## src/rtl/goertzel_bin_scheduler_if.sv

```systemverilog
// rtl/goertzel_bin_scheduler_if.sv - Goertzel manager handshake and coefficient config bus
interface goertzel_bin_scheduler_if #(
    parameter int BIN_BITS = 2
);
    logic                request_trig;
    logic [15:0]         goertzel_mag;
    logic                mag_rdy;
    logic signed [15:0]  sin_out;
    logic signed [15:0]  cos_out;
    logic                cfg_we;
    logic [BIN_BITS-1:0] cfg_addr;
    logic signed [15:0]  cfg_sin;
    logic signed [15:0]  cfg_cos;

    modport master (
        output request_trig, goertzel_mag, mag_rdy,
        output cfg_we, cfg_addr, cfg_sin, cfg_cos,
        input  sin_out, cos_out
    );

    modport slave (
        input  request_trig, goertzel_mag, mag_rdy,
        input  cfg_we, cfg_addr, cfg_sin, cfg_cos,
        output sin_out, cos_out
    );
endinterface

```

## src/rtl/goertzel_bin_scheduler.sv

```systemverilog
// rtl/goertzel_bin_scheduler.sv - per-bin coefficient server, result file and sweep peak tracker
module goertzel_bin_scheduler #(
    parameter int          NUM_BINS       = 4,
    parameter int          BIN_BITS       = 2,
    parameter logic [15:0] TIMEOUT_CYCLES = 16'hFFFF
) (
    input  logic                sys_clk,
    input  logic                sys_rst,
    input  logic                enable,
    input  logic [BIN_BITS-1:0] cfg_last_bin,
    input  logic [15:0]         threshold,
    input  logic [BIN_BITS-1:0] res_addr,
    output logic [15:0]         res_mag,
    output logic [BIN_BITS-1:0] cur_bin,
    output logic                sweep_done,
    output logic [BIN_BITS-1:0] peak_bin,
    output logic [15:0]         peak_mag,
    output logic                detect,
    output logic                timeout_err,
    goertzel_bin_scheduler_if.slave bus
);

    typedef enum logic [1:0] {
        IDLE   = 2'd0,
        ARMED  = 2'd1,
        BUSY   = 2'd2,
        UPDATE = 2'd3
    } state_t;

    state_t state_q;
    state_t state_d;

    logic signed [15:0]  sin_tab [NUM_BINS];
    logic signed [15:0]  cos_tab [NUM_BINS];
    logic [15:0]         res_mem [NUM_BINS];

    logic signed [15:0]  sin_q;
    logic signed [15:0]  cos_q;
    logic                trig_q;
    logic                trig_rise;
    logic [15:0]         wdog_q;
    logic                wdog_expired;
    logic [15:0]         mag_q;
    logic [BIN_BITS-1:0] last_q;
    logic [15:0]         run_mag;
    logic [BIN_BITS-1:0] run_bin;
    logic [15:0]         upd_mag;
    logic [BIN_BITS-1:0] upd_bin;

    logic [BIN_BITS-1:0] cur_bin_d;
    logic                start_sweep;
    logic                start_bin;
    logic                store_mag;
    logic                fire_timeout;
    logic                count_wdog;
    logic                end_sweep;
    logic                load_coef;

    assign trig_rise    = bus.request_trig & ~trig_q;
    assign wdog_expired = (wdog_q >= (TIMEOUT_CYCLES - 16'd1));
    assign bus.sin_out  = sin_q;
    assign bus.cos_out  = cos_q;

    // Coefficients are frozen from the trigger edge until the bin's result has been accepted
    assign load_coef = (state_q != BUSY) && (state_d != BUSY);

    // Running maximum including the bin in UPDATE; strict compare keeps the lower index on ties
    always_comb begin
        upd_mag = run_mag;
        upd_bin = run_bin;
        if (mag_q > run_mag) begin
            upd_mag = mag_q;
            upd_bin = cur_bin;
        end
    end

    // Next-state and per-cycle control strobes
    always_comb begin
        state_d      = state_q;
        cur_bin_d    = cur_bin;
        start_sweep  = 1'b0;
        start_bin    = 1'b0;
        store_mag    = 1'b0;
        fire_timeout = 1'b0;
        count_wdog   = 1'b0;
        end_sweep    = 1'b0;
        case (state_q)
            IDLE: begin
                cur_bin_d = '0;
                if (enable) begin
                    state_d     = ARMED;
                    start_sweep = 1'b1;
                end
            end
            ARMED: begin
                if (trig_rise) begin
                    state_d   = BUSY;
                    start_bin = 1'b1;
                end else if (!enable) begin
                    state_d   = IDLE;
                    cur_bin_d = '0;
                end
            end
            BUSY: begin
                if (bus.mag_rdy) begin
                    state_d   = UPDATE;
                    store_mag = 1'b1;
                end else if (wdog_expired) begin
                    state_d      = ARMED;
                    fire_timeout = 1'b1;
                end else begin
                    count_wdog = 1'b1;
                end
            end
            UPDATE: begin
                if (cur_bin == last_q) begin
                    end_sweep = 1'b1;
                    cur_bin_d = '0;
                end else begin
                    cur_bin_d = cur_bin + BIN_BITS'(1);
                end
                if (enable) begin
                    state_d = ARMED;
                end else begin
                    state_d   = IDLE;
                    cur_bin_d = '0;
                end
            end
            default: begin
                state_d   = IDLE;
                cur_bin_d = '0;
            end
        endcase
    end

    // FSM state register
    always_ff @(posedge sys_clk) begin
        if (sys_rst) begin
            state_q <= IDLE;
        end else begin
            state_q <= state_d;
        end
    end

    // Coefficient table: host writes land at the next edge regardless of state
    always_ff @(posedge sys_clk) begin
        if (sys_rst) begin
            for (int i = 0; i < NUM_BINS; i++) begin
                sin_tab[i] <= '0;
                cos_tab[i] <= '0;
            end
        end else if (bus.cfg_we) begin
            sin_tab[bus.cfg_addr] <= bus.cfg_sin;
            cos_tab[bus.cfg_addr] <= bus.cfg_cos;
        end
    end

    // Result file write on accepted magnitude, registered read port for the host
    always_ff @(posedge sys_clk) begin
        if (sys_rst) begin
            for (int i = 0; i < NUM_BINS; i++) begin
                res_mem[i] <= '0;
            end
            res_mag <= '0;
        end else begin
            if (store_mag) begin
                res_mem[cur_bin] <= bus.goertzel_mag;
            end
            res_mag <= res_mem[res_addr];
        end
    end

    // Coefficient output register, pre-loaded with the bin that will be served next
    always_ff @(posedge sys_clk) begin
        if (sys_rst) begin
            sin_q <= '0;
            cos_q <= '0;
        end else if (load_coef) begin
            sin_q <= sin_tab[cur_bin_d];
            cos_q <= cos_tab[cur_bin_d];
        end
    end

    // Trigger edge history, bin pointer, watchdog and error flag
    always_ff @(posedge sys_clk) begin
        if (sys_rst) begin
            trig_q      <= 1'b0;
            cur_bin     <= '0;
            wdog_q      <= '0;
            mag_q       <= '0;
            timeout_err <= 1'b0;
        end else begin
            trig_q  <= bus.request_trig;
            cur_bin <= cur_bin_d;
            if (start_bin) begin
                wdog_q <= '0;
            end else if (count_wdog && (wdog_q != 16'hFFFF)) begin
                wdog_q <= wdog_q + 16'd1;
            end
            if (store_mag) begin
                mag_q <= bus.goertzel_mag;
            end
            if (fire_timeout) begin
                timeout_err <= 1'b1;
            end
        end
    end

    // Sweep bookkeeping: running peak, published peak/detect and the done pulse
    always_ff @(posedge sys_clk) begin
        if (sys_rst) begin
            last_q     <= '0;
            run_mag    <= '0;
            run_bin    <= '0;
            peak_mag   <= '0;
            peak_bin   <= '0;
            detect     <= 1'b0;
            sweep_done <= 1'b0;
        end else begin
            sweep_done <= end_sweep;
            if (start_sweep) begin
                last_q  <= cfg_last_bin;
                run_mag <= '0;
                run_bin <= '0;
            end else if (state_q == UPDATE) begin
                if (end_sweep) begin
                    peak_mag <= upd_mag;
                    peak_bin <= upd_bin;
                    detect   <= (upd_mag >= threshold);
                    run_mag  <= '0;
                    run_bin  <= '0;
                    last_q   <= cfg_last_bin;
                end else begin
                    run_mag <= upd_mag;
                    run_bin <= upd_bin;
                end
            end
        end
    end

endmodule

```

## src/flat_wrapper.sv

```systemverilog
// flat-port wrapper written by rule: the top's interface ports become plain ports
module goertzel_bin_scheduler_flat 
#(
    parameter int          NUM_BINS       = 4,
    parameter int          BIN_BITS       = 2,
    parameter logic [15:0] TIMEOUT_CYCLES = 16'hFFFF
)
  (sys_clk, sys_rst, enable, cfg_last_bin, threshold, res_addr, res_mag, cur_bin, sweep_done, peak_bin, peak_mag, detect, timeout_err, bus_request_trig, bus_goertzel_mag, bus_mag_rdy, bus_cfg_we, bus_cfg_addr, bus_cfg_sin, bus_cfg_cos, bus_sin_out, bus_cos_out);
  goertzel_bin_scheduler_if #(.BIN_BITS(BIN_BITS)) bus_i ();
  input  logic sys_clk;
  input  logic sys_rst;
  input  logic enable;
  input  logic [BIN_BITS-1:0] cfg_last_bin;
  input  logic [15:0] threshold;
  input  logic [BIN_BITS-1:0] res_addr;
  output logic [15:0] res_mag;
  output logic [BIN_BITS-1:0] cur_bin;
  output logic sweep_done;
  output logic [BIN_BITS-1:0] peak_bin;
  output logic [15:0] peak_mag;
  output logic detect;
  output logic timeout_err;
  input wire logic [$bits(bus_i.request_trig)-1:0] bus_request_trig;
  input wire logic [$bits(bus_i.goertzel_mag)-1:0] bus_goertzel_mag;
  input wire logic [$bits(bus_i.mag_rdy)-1:0] bus_mag_rdy;
  input wire logic [$bits(bus_i.cfg_we)-1:0] bus_cfg_we;
  input wire logic [$bits(bus_i.cfg_addr)-1:0] bus_cfg_addr;
  input wire logic [$bits(bus_i.cfg_sin)-1:0] bus_cfg_sin;
  input wire logic [$bits(bus_i.cfg_cos)-1:0] bus_cfg_cos;
  output wire logic [$bits(bus_i.sin_out)-1:0] bus_sin_out;
  output wire logic [$bits(bus_i.cos_out)-1:0] bus_cos_out;
  assign bus_i.request_trig = bus_request_trig;
  assign bus_i.goertzel_mag = bus_goertzel_mag;
  assign bus_i.mag_rdy = bus_mag_rdy;
  assign bus_i.cfg_we = bus_cfg_we;
  assign bus_i.cfg_addr = bus_cfg_addr;
  assign bus_i.cfg_sin = bus_cfg_sin;
  assign bus_i.cfg_cos = bus_cfg_cos;
  assign bus_sin_out = bus_i.sin_out;
  assign bus_cos_out = bus_i.cos_out;
  goertzel_bin_scheduler #(.NUM_BINS(NUM_BINS), .BIN_BITS(BIN_BITS), .TIMEOUT_CYCLES(TIMEOUT_CYCLES)) u_core (.sys_clk(sys_clk), .sys_rst(sys_rst), .enable(enable), .cfg_last_bin(cfg_last_bin), .threshold(threshold), .res_addr(res_addr), .res_mag(res_mag), .cur_bin(cur_bin), .sweep_done(sweep_done), .peak_bin(peak_bin), .peak_mag(peak_mag), .detect(detect), .timeout_err(timeout_err), .bus(bus_i));
endmodule
```

## config.mk

```make
export PLATFORM = sky130hd
export DESIGN_NAME = goertzel_bin_scheduler_flat
export DESIGN_NICKNAME = d
export VERILOG_FILES = /design/src/rtl/goertzel_bin_scheduler_if.sv /design/src/rtl/goertzel_bin_scheduler.sv /design/src/flat_wrapper.sv
export SDC_FILE = /design/constraint.sdc
export NUM_CORES = 1
export LEC_CHECK = 0
export BUFFER_PORTS_ARGS = -buffer_cell sky130_fd_sc_hd__buf_4
export CORE_MARGIN = 8
export CORE_UTILIZATION = 59
export DETAILED_ROUTE_END_ITERATION = 7
export PLACE_DENSITY = 0.77
export SYNTH_ARGS = -nofsm -noshare
export SYNTH_HDL_FRONTEND = slang
export SYNTH_SLANG_ARGS = --single-unit
export TNS_END_PERCENT = 100
```

## constraint.sdc

```tcl
create_clock -name sys_clk -period 4.4 [get_ports sys_clk]
set_input_delay 0.44 -clock sys_clk [delete_from_list [all_inputs] [get_ports sys_clk]]
set_output_delay 0.44 -clock sys_clk [all_outputs]
set_load 0.05 [all_outputs]
```

==> reports/qor.yml, run 1 <==
antenna_left: 0
drv_cap: 0
numClockSinks: 318
die_area_um2: 28700
synthSimpleGateAreaFrac_pct: 17.4
holdWs_ns: 0.191
setup_viol: 0
cp-start-kind: "register"
synth_compound_area_share_pct: 6.91
rsz0062_at_grt: "no"
critPathCapture: "u_core.detect"
yosysSeqAreaShare_pct: 59.6
cp.arrival_ns: 4.21
synth_area_um2: 13900
rr_worst_depth: 15
ys_types: 53
synth_top_family_by_area: "simple AND/OR/NAND/NOR gates"
final_cell_mix: "and2_1 (193), edfxtp_1 (192), buf_4 (164)"
synth_xor_area_share_pct: 1.01
synth_seq_cells: 318
drc: 0
first_global_vias: 9386
drt-initial-drc-count: 711
clk_pin_slew_ns: 0.06
cts_tree: "built"
synthArstFlopShare_pct: 0
critPathLaunch: "u_core.run_mag[1]"
hold_path.class: "input port to register"
io_buffer_count: 146
power_leakage_nw: 6.19
fin_ws_ns: 0.539
cp_cell_sequence: "inv_1 > ha_1 > nor2b_1 > o211ai_1 > a2111oi_2 > o31a_1 > buf_4 > mux2_1 > ha_1 > a21oi_1 > nor2b_1 > o21ai_0 > o2111ai_1 > a21oi_1 > nor3_1"
vdd_drop_max_v: 0.000370
clk_latency_ns: 0.50
hold_violations: 0
utilization_pct: 70.2
grt_max_degree: 78
vias_per_cell: 5.69
htree_levels: 2
core_um2: 23300
r2r-end: "u_core.detect"
cts_max_path_buffers: 3
die_h_um: 169
tns_ns: 0
worstPathRequired_ns: 4.75
r2r-start: "u_core.run_mag[1]"
path_buf_inv: 2
gp_congestion: 0.867
tightestPinTransition_ns: 1.14
timing.fmax_mhz: 259
grt_pass1_wl_mm: 49.8
cpLargestDelayFamily: "compound AO/OA/AOI/OAI gates"
layout-drive-gt1-share_pct: 19.8
synth_fp_nets: 1254
critical_path.max_fanout: 16
fillers: 1669
status: "finished, final reports clean"
max-slew-margin-rel_pct: 23.6
die_x_um: 169
post-cts-setup-buffer-count: 0
final_nets: 1385
synth_edf_count: 192
synth_cells: 1144
synthMuxAreaShare_pct: 8.97
numCtsBuffers: 34
cts_resized: 0
dr.pass1.iters: 5
postCtsHoldBufs: 0
power_density_nw_per_um2: 408
min_period_ns: 3.86
slew_viol_final: 0
crit_slowest_cell: "o31a_1"
post_synth.cell_area_avg_um2: 12.1
total_power_mw: 6.69
start_util_pct: 59.6
overflow: 0
dp_slack_ns: 0.608
place_hpwl_mm: 20.1
vias: 9223
wl_per_cell_um: 19.7
path_class: "register to register"
slowest_delay_ns: 0.47
end_kind: "register"
mostFrequentLayoutCell: "and2_1"
fin_crit_sh_pct: 87.8
antenna_found_initial: 2
io_pins: 147
grt.total_usage_pct: 21.9
crit_cells: 15
wl_mm: 31.9
r2r_setup_slack_ns: 0.54
syn2layout_area_growth_pct: 17.9
synth_fa_ha_area_share_pct: 3.06
cts_root_buffer: "clkbuf_16"
synth_ff_type: "edfxtp_1"
yosysWarnings: 0
skew_ns: 0.0214
num_rows: 56
==> per-layer routing <==
layer	up-vias	global-route usage [%]	part of all wire, %
met2	281	37.9	50
met1	4537	27.4	41
met3	62	3.79	5.8
li1	4343	-	-
met4	0	7.50	2.8
met5	-	0	0
==> synthesized netlist by cell type, drive strengths merged, types with 6 or more instances <==
cell type  instances  area share, %
mux2i             69            5.0
ha                34            3.1
clkbuf            52            1.4
nand2b             6           0.27
nand3             24           0.86
nor2              63            1.7
nor2b             25            1.1
mux4              16            2.6
edfxtp           192             41
dfxtp            126             18
nand3b            18           0.97
inv               34           0.92
mux2              15            1.4
nand2             74            2.0
o31a              17            1.1
nand4             11           0.54
a21o               6           0.32
and2             193            8.7
a21oi             49            1.8
xnor2              7           0.44
buf               18           0.73
o221ai            32            2.0
xor2               9           0.57
a211oi             7           0.38
==> worst register-to-register path, stage by stage (launching register included) <==
cell,delay [ns]
dfxtp_1,0.36
inv_1,0.06
ha_1,0.30
nor2b_1,0.14
o211ai_1,0.12
a2111oi_2,0.43
o31a_1,0.47
buf_4,0.33
mux2_1,0.40
ha_1,0.31
a21oi_1,0.13
nor2b_1,0.05
o21ai_0,0.21
o2111ai_1,0.16
a21oi_1,0.20
nor3_1,0.07
==> state kept, by name, summed over array words and instances, names as in the netlist, 16 cells and up <==
name / flops
u_core.cos_tab: 64
u_core.res_mem: 64
u_core.sin_tab: 64
u_core.bus.cos_out: 16
u_core.bus.sin_out: 16
u_core.mag_q: 16
u_core.peak_mag: 16
u_core.res_mag: 16
u_core.run_mag: 16
u_core.wdog_q: 16
==> logic make-up (layout without fill, tap and decap cells) <==
group / Yosys count / after routing
compound gates: 134 / 134
xor+xnor: 16 / 16
simple gates: 438 / 438
fa+ha+maj: 34 / 34
other cells: 0 / 2
mux: 100 / 100
flops: 318 / 318
buf+inv: 104 / 260
==> report_power, final <==
group	internal (mW)	leakage, nW	switching [mW]
Clock	1.63	0.535	1.11
Combinational	0.209	2.72	0.369
Sequential	3.31	2.93	0.0562
Total	5.15	6.19	1.54
==> per-stage QoR <==
step	std cells	area, um2
5_1_grt	1621	16400
4_1_cts	1619	16400
2_1_floorplan	1144	13900
3_5_place_dp	1558	15300
3_3_place_gp	1558	15300
6_report	1621	16400
==> worst min path at each step <==
stage | startpoint | endpoint | cells after the start
after floorplan | u_core.wdog_q[15] | u_core.wdog_q[15] | 2
after global placement | u_core.bus.cos_out[4] | u_core.bus.cos_out[4] | 2
after detailed placement | u_core.bus.cos_out[4] | u_core.bus.cos_out[4] | 2
after CTS | bus_request_trig | u_core.trig_q | 2
after global routing | bus_request_trig | u_core.trig_q | 2
final | bus_request_trig | u_core.trig_q | 2
==> final cells by class <==
type	instances	area [um2]	share of cell area [%]
Sequential cell	318	8290	50.6
Timing Repair Buffer	165	1250	7.64
Inverter	34	128	0.779
Tap cell	319	399	2.44
Clock buffer	48	986	6.02
Clock inverter	13	97.6	0.596
Multi-Input combinational cell	722	5230	31.9
Antenna cell	2	5.00	0.0306
Power figures use the tool's default switching activity.
==> run 2: changes to the inputs <==
ABC_AREA = 1   (was unset)
CORE_UTILIZATION = 54   (was 59)
PLACE_DENSITY = 0.74   (was 0.77)
clock period = 3.3 ns   (was 4.4 ns; I/O delays follow)
==> run 2 against run 1 <==
Compared with the run above: fmax is 36% higher; clock power is 47% higher; first-iteration DRC count is 29% higher; area after synthesis is 7.2% higher; sequential cell count stayed put; critical path depth is 4 higher; routed wire length is 19% higher; die area is 15% higher; cell count is 43% higher; sequential share of layout area is 3.2 points lower; clock skew is 0.0032 ns lower; critical endpoint unchanged.
==> reports/qor.yml, run 2 <==
synthArstFlopShare_pct: 0
grt_pass1_wl_mm: 61.2
min_period_ns: 2.84
wl_per_cell_um: 16.4
path_common_cell: "nand2_1"
path_buf_inv: 3
hold_path.class: "input port to register"
final_cell_mix: "nor2_1 (359), inv_1 (328), nand2_1 (325)"
synthTopCellsByArea: "edfxtp_1 (39%), dfxtp_1 (17%), nor2_1 (9.0%), inv_1 (8.3%), nand2_1 (8.2%)"
wl_met3_mm: 3.10
vias: 12100
hold_violations: 0
layout-drive-gt1-share_pct: 12.3
holdWs_ns: 0.0696
r2r-start: "u_core.run_mag[7]"
io_pins: 147
drt-initial-drc-count: 914
synth_ff_type: "edfxtp_1"
power_leakage_nw: 8.39
cp-start-kind: "register"
skew_ns: 0.0182
cts_resized: 0
rsz0062_at_grt: "no"
worstHoldStart: "cfg_last_bin[0]"
worstPathRequired_ns: 3.74
gp_congestion: 0.923
multiInputGateArea_um2: 4970
status: "finished, final reports clean"
io_buffer_count: 146
first_global_vias: 11900
die_x_um: 182
antenna_cells: 0
end_kind: "register"
post-cts-setup-buffer-count: 0
htree_levels: 2
timing.fmax_mhz: 352
cts_root_buffer: "clkbuf_16"
top_layer: "met5"
num_rows: 61
r2r_setup_slack_ns: 0.46
reg_top3: "u_core.cos_tab x64, u_core.res_mem x64, u_core.sin_tab x64"
syn2layout_area_growth_pct: 17.3
utilization_pct: 63.6
grt_max_degree: 56
synth_cells: 1818
power_density_nw_per_um2: 548
mostFrequentLayoutCell: "nor2_1"
drc: 0
wl_met2_mm: 18.2
register_area_um2: 8290
crit_slowest_cell: "dfxtp_1"
r2r-end: "u_core.detect"
synth.most_common_cell: "nor2_1"
drv_cap: 0
antenna_found_initial: 1
postCtsHoldBufs: 0
synth_seq_cells: 318
synth_fp_nets: 1928
max-slew-margin-rel_pct: 33.8
critical_path.max_fanout: 33
hold-path-cell-count: 3
clk_latency_ns: 0.52
slew_viol_final: 0
final_nets: 2056
antenna_left: 0
rr_worst_depth: 19
cts_tree: "built"
numCtsBuffers: 35
place_hpwl_mm: 24.9
place_inst: 2255
yosysWarnings: 0
start_util_pct: 54.2
synth_area_um2: 14900
fin_cells: 2319
hold_end: "u_core.last_q[0]"
path_class: "register to register"
overflow: 0
post_synth.cell_area_avg_um2: 8.20
tns_ns: 0
synth_edf_count: 192
yosysTopAreaCell: "edfxtp_1"
core_um2: 27500
fillers: 2333
cp_cell_sequence: "inv_1 > ha_1 > a21o_1 > nor2_1 > nand2_1 > nand2_1 > nand2_2 > buf_4 > nand3_1 > nand2_1 > ha_1 > nand2_1 > inv_1 > nand3_1 > nor3_1 > nand3_1 > nand3_1 > nand2_1 > a21oi_1"
met1_length_mm: 15.7
die_area_um2: 33200
yosys.area.top_type_share_pct: 38.7
ys_types: 33
cts_max_path_buffers: 3
tightestPinTransition_ns: 0.993
fin_crit_sh_pct: 86.1
synthTopCellsByCount: "nor2_1 (359), inv_1 (328), nand2_1 (326), edfxtp_1 (192), nand3_1 (164)"
cpLargestDelayFamily: "simple AND/OR/NAND/NOR gates"
numClockSinks: 318
clk_pin_slew_ns: 0.06
slowest_delay_ns: 0.34
cp.arrival_ns: 3.28
vias_per_cell: 5.22
setup_viol: 0
yosysSeqAreaShare_pct: 55.6
dr.pass1.iters: 5
die_h_um: 182
vdd_drop_max_v: 0.000403
wl_mm: 38.1
grt.total_usage_pct: 23.0
-- run 2: cell types whose count changed after synthesis, moves of 71 or more --
cell and change:
o21ai_0 +71, inv_1 +294, and2_1 -192, nor2_1 +296
nand3_1 +140, nand2_1 +252
-- run 2: area by class of cell --
type,instances,area share [%]
well taps,346,2.48
repair buffers,172,7.60
flip-flops and latches,318,47.4
multi-input cells,1085,28.4
clock buffers,50,5.80
inverters,334,7.17
clock inverters,14,1.10
-- run 2: worst max-delay path by stage --
stage                        from                   end  slack (ns)  depth (start not counted)
2_1_floorplan   u_core.cur_bin[0]  u_core.res_mem[0][0]        0.64                          4
3_3_place_gp    u_core.run_mag[7]         u_core.detect        0.53                         19
3_5_place_dp    u_core.run_mag[7]         u_core.detect        0.50                         19
4_1_cts         u_core.run_mag[7]         u_core.detect        0.46                         19
5_1_grt        u_core.run_mag[11]         u_core.detect        0.17                         18
6_report        u_core.run_mag[7]         u_core.detect        0.46                         19
-- run 2: power by group --
group | internal [mW] | switching [mW] | total (mW)
logic | 0.323 | 0.732 | 1.06
clock network | 2.47 | 1.57 | 4.03
registers | 4.42 | 0.0732 | 4.50
total | 7.21 | 2.37 | 9.59
-- run 2: layer usage --
layer / vias to the layer above / GRT usage, %
met5: - / 0
met2: 475 / 38.7
met1: 5611 / 28.8
met3: 82 / 4.71
met4: 2 / 8.56
li1: 5940 / -
-- run 2: per-stage QoR --
stage	worst slack [ns]	total power, mW	cell area, um2
finish	0.458	9.59	17500
global route	0.173	9.93	17500
CTS	0.458	9.64	17500
detailed placement	0.499	5.63	16300
global placement	0.534	5.61	16300
floorplan	0.635	5.27	14900
-- run 2: logic make-up after synthesis --
kind of cell / Yosys count / share of synthesized area (%)
AO/OA/AOI/OAI: 166 / 6.01
flip-flops: 318 / 55.6
XOR/XNOR: 11 / 0.697
AND/OR/NAND/NOR: 874 / 23.8
buffers and inverters: 415 / 11.0
adder cells (fa/ha/maj): 34 / 2.85
-- run 2: tightest hold or removal path, cell delays in order --
cell	delay [ns]
buf_4	0.08
nor2_1	0.04
nor2_1	0.09
==> run 3: changes to the inputs <==
ABC_AREA = unset   (was 1)
CORE_UTILIZATION = 53   (was 54)
PLACE_DENSITY = 0.73   (was 0.74)
==> run 3 against run 2 <==
Compared with the run above: design area shrank 2.6%; sequential cell count is the same; total power shrank 5.9%; routed wire length shrank 13%; clock-buffer cell count is the same; worst setup slack lost 0.39 ns; clock skew shrank 0.00079 ns; critical endpoint unchanged.
==> reports/qor.yml, run 3 (synthesis results as in run 1) <==
status: "finished, final reports clean"
antenna_left: 0
path_class: "register to register"
setup_viol: 0
worstPathRequired_ns: 3.67
power_leakage_nw: 6.47
r2r-end: "u_core.detect"
first_global_vias: 9608
hold_path.class: "input port to register"
end_kind: "register"
die_area_um2: 31700
total_power_mw: 9.02
place_hpwl_mm: 21.1
r2r-start: "u_core.run_mag[13]"
num_rows: 59
final_cell_area_um2: 17000
grt_max_degree: 55
dr.pass1.iters: 5
drv_cap: 0
register_area_um2: 8290
place_inst: 1620
core_um2: 25900
drt-initial-drc-count: 711
io_buffer_count: 146
cts_max_path_buffers: 3
reg_top3: "u_core.cos_tab x64, u_core.res_mem x64, u_core.sin_tab x64"
syn2layout_area_growth_pct: 22.5
min_period_ns: 3.23
layout-drive-gt1-share_pct: 24.4
r2r_setup_slack_ns: 0.07
skew_ns: 0.0174
grt_pass1_wl_mm: 51.8
drc: 0
cp-start-kind: "register"
numCtsBuffers: 36
start_util_pct: 53.6
fillers: 1918
final_nets: 1438
final_cell_mix: "buf_4 (210), and2_1 (193), edfxtp_1 (192)"
grt.total_usage_pct: 20.7
io_pins: 147
antenna_cells: 0
cts_tree: "built"
gp_congestion: 0.864
wl_per_cell_um: 19.6
power_density_nw_per_um2: 530
cts_root_buffer: "clkbuf_16"
vdd_drop_max_v: 0.000523
overflow: 0
mostFrequentLayoutCell: "buf_4"
vias: 9377
cp.arrival_ns: 3.60
tightestPinTransition_ns: 1.00
timing.fmax_mhz: 309
clk_latency_ns: 0.52
max-slew-margin-rel_pct: 33.3
fin_crit_sh_pct: 97.9
worstHoldStart: "bus_request_trig"
die_x_um: 178
clk_pin_slew_ns: 0.06
htree_levels: 2
hold-path-cell-count: 2
vias_per_cell: 5.55
wl_mm: 33.2
numClockSinks: 318
fin_cells: 1690
hold_end: "u_core.trig_q"
antenna_found_initial: 0
hold_violations: 0
critical_path.max_fanout: 5
postCtsHoldBufs: 0
multiInputGateArea_um2: 5430
utilization_pct: 65.7
slew_viol_final: 0
die_h_um: 178
place_area_um2: 15700
rr_worst_depth: 14
run 3: cell count changes in the layout (fill, tap and decap cells not counted), sizes merged, moves of 72 or more:
cell	previous run	this run
and2	1	193
inv	335	36
nand2	330	74
nand3	164	24
nor2	363	63
o21ai	77	5
run 3: layer usage:
metal	share of wire [%]	track usage [%]	up-vias
met5	0	0	-
met4	2.0	5.70	0
met3	6.4	3.77	50
met2	50	36.0	274
met1	42	26.1	4597
li1	-	-	4456
run 3: stage by stage:
stage	setup WS [ns]	TNS [ns]	hold slack [ns]
after detailed placement	-0.0179	-0.0179	0.451
after floorplan	0.224	0	0.429
after CTS	0.0106	0	0.0591
final	0.0683	0	0.0700
after global routing	-0.0492	-0.0492	0.0773
after global placement	0.0152	0	0.445
run 3: worst max-delay path by stage:
stage | start | cells past startpoint | endpoint
after detailed placement | u_core.run_mag[15] | 15 | u_core.detect
after floorplan | u_core.run_mag[14] | 14 | u_core.detect
after global placement | u_core.run_mag[14] | 15 | u_core.detect
final | u_core.run_mag[13] | 14 | u_core.detect
after CTS | u_core.run_mag[1] | 16 | u_core.detect
after global routing | u_core.run_mag[6] | 14 | u_core.detect
run 3: power breakdown:
| part | internal (mW) | switching (mW) |
|---|---|---|
| clock | 2.15 | 1.54 |
| sequential | 4.42 | 0.0738 |
| combinational | 0.326 | 0.509 |
run 3: area by class of cell:
| type | count | share of cell area (%) |
|---|---|---|
| clock inverter | 15 | 0.669 |
| timing repair buffer | 216 | 9.80 |
| multi-input combinational | 722 | 31.9 |
| inverter | 34 | 0.750 |
| tap | 335 | 2.46 |
| clock buffer | 50 | 5.72 |
| sequential | 318 | 48.7 |
run 3: worst max-delay path: stages, from the launching register on:
cell	delay [ns]
dfxtp_1	0.33
inv_1	0.08
ha_4	0.28
nand4_4	0.12
or4_4	0.56
o31a_1	0.15
buf_6	0.15
mux2_4	0.30
ha_1	0.29
a21o_1	0.18
a21o_1	0.17
a21oi_1	0.16
o2111ai_1	0.12
a21oi_1	0.13
nor3_1	0.06
run 3: what timing repair did:
action                                  in CTS  in global routing
gates resized for setup                     14                 26
endpoints found under the setup margin       1                  1
pin swaps                                    4                 13
buffers inserted                             4                  1
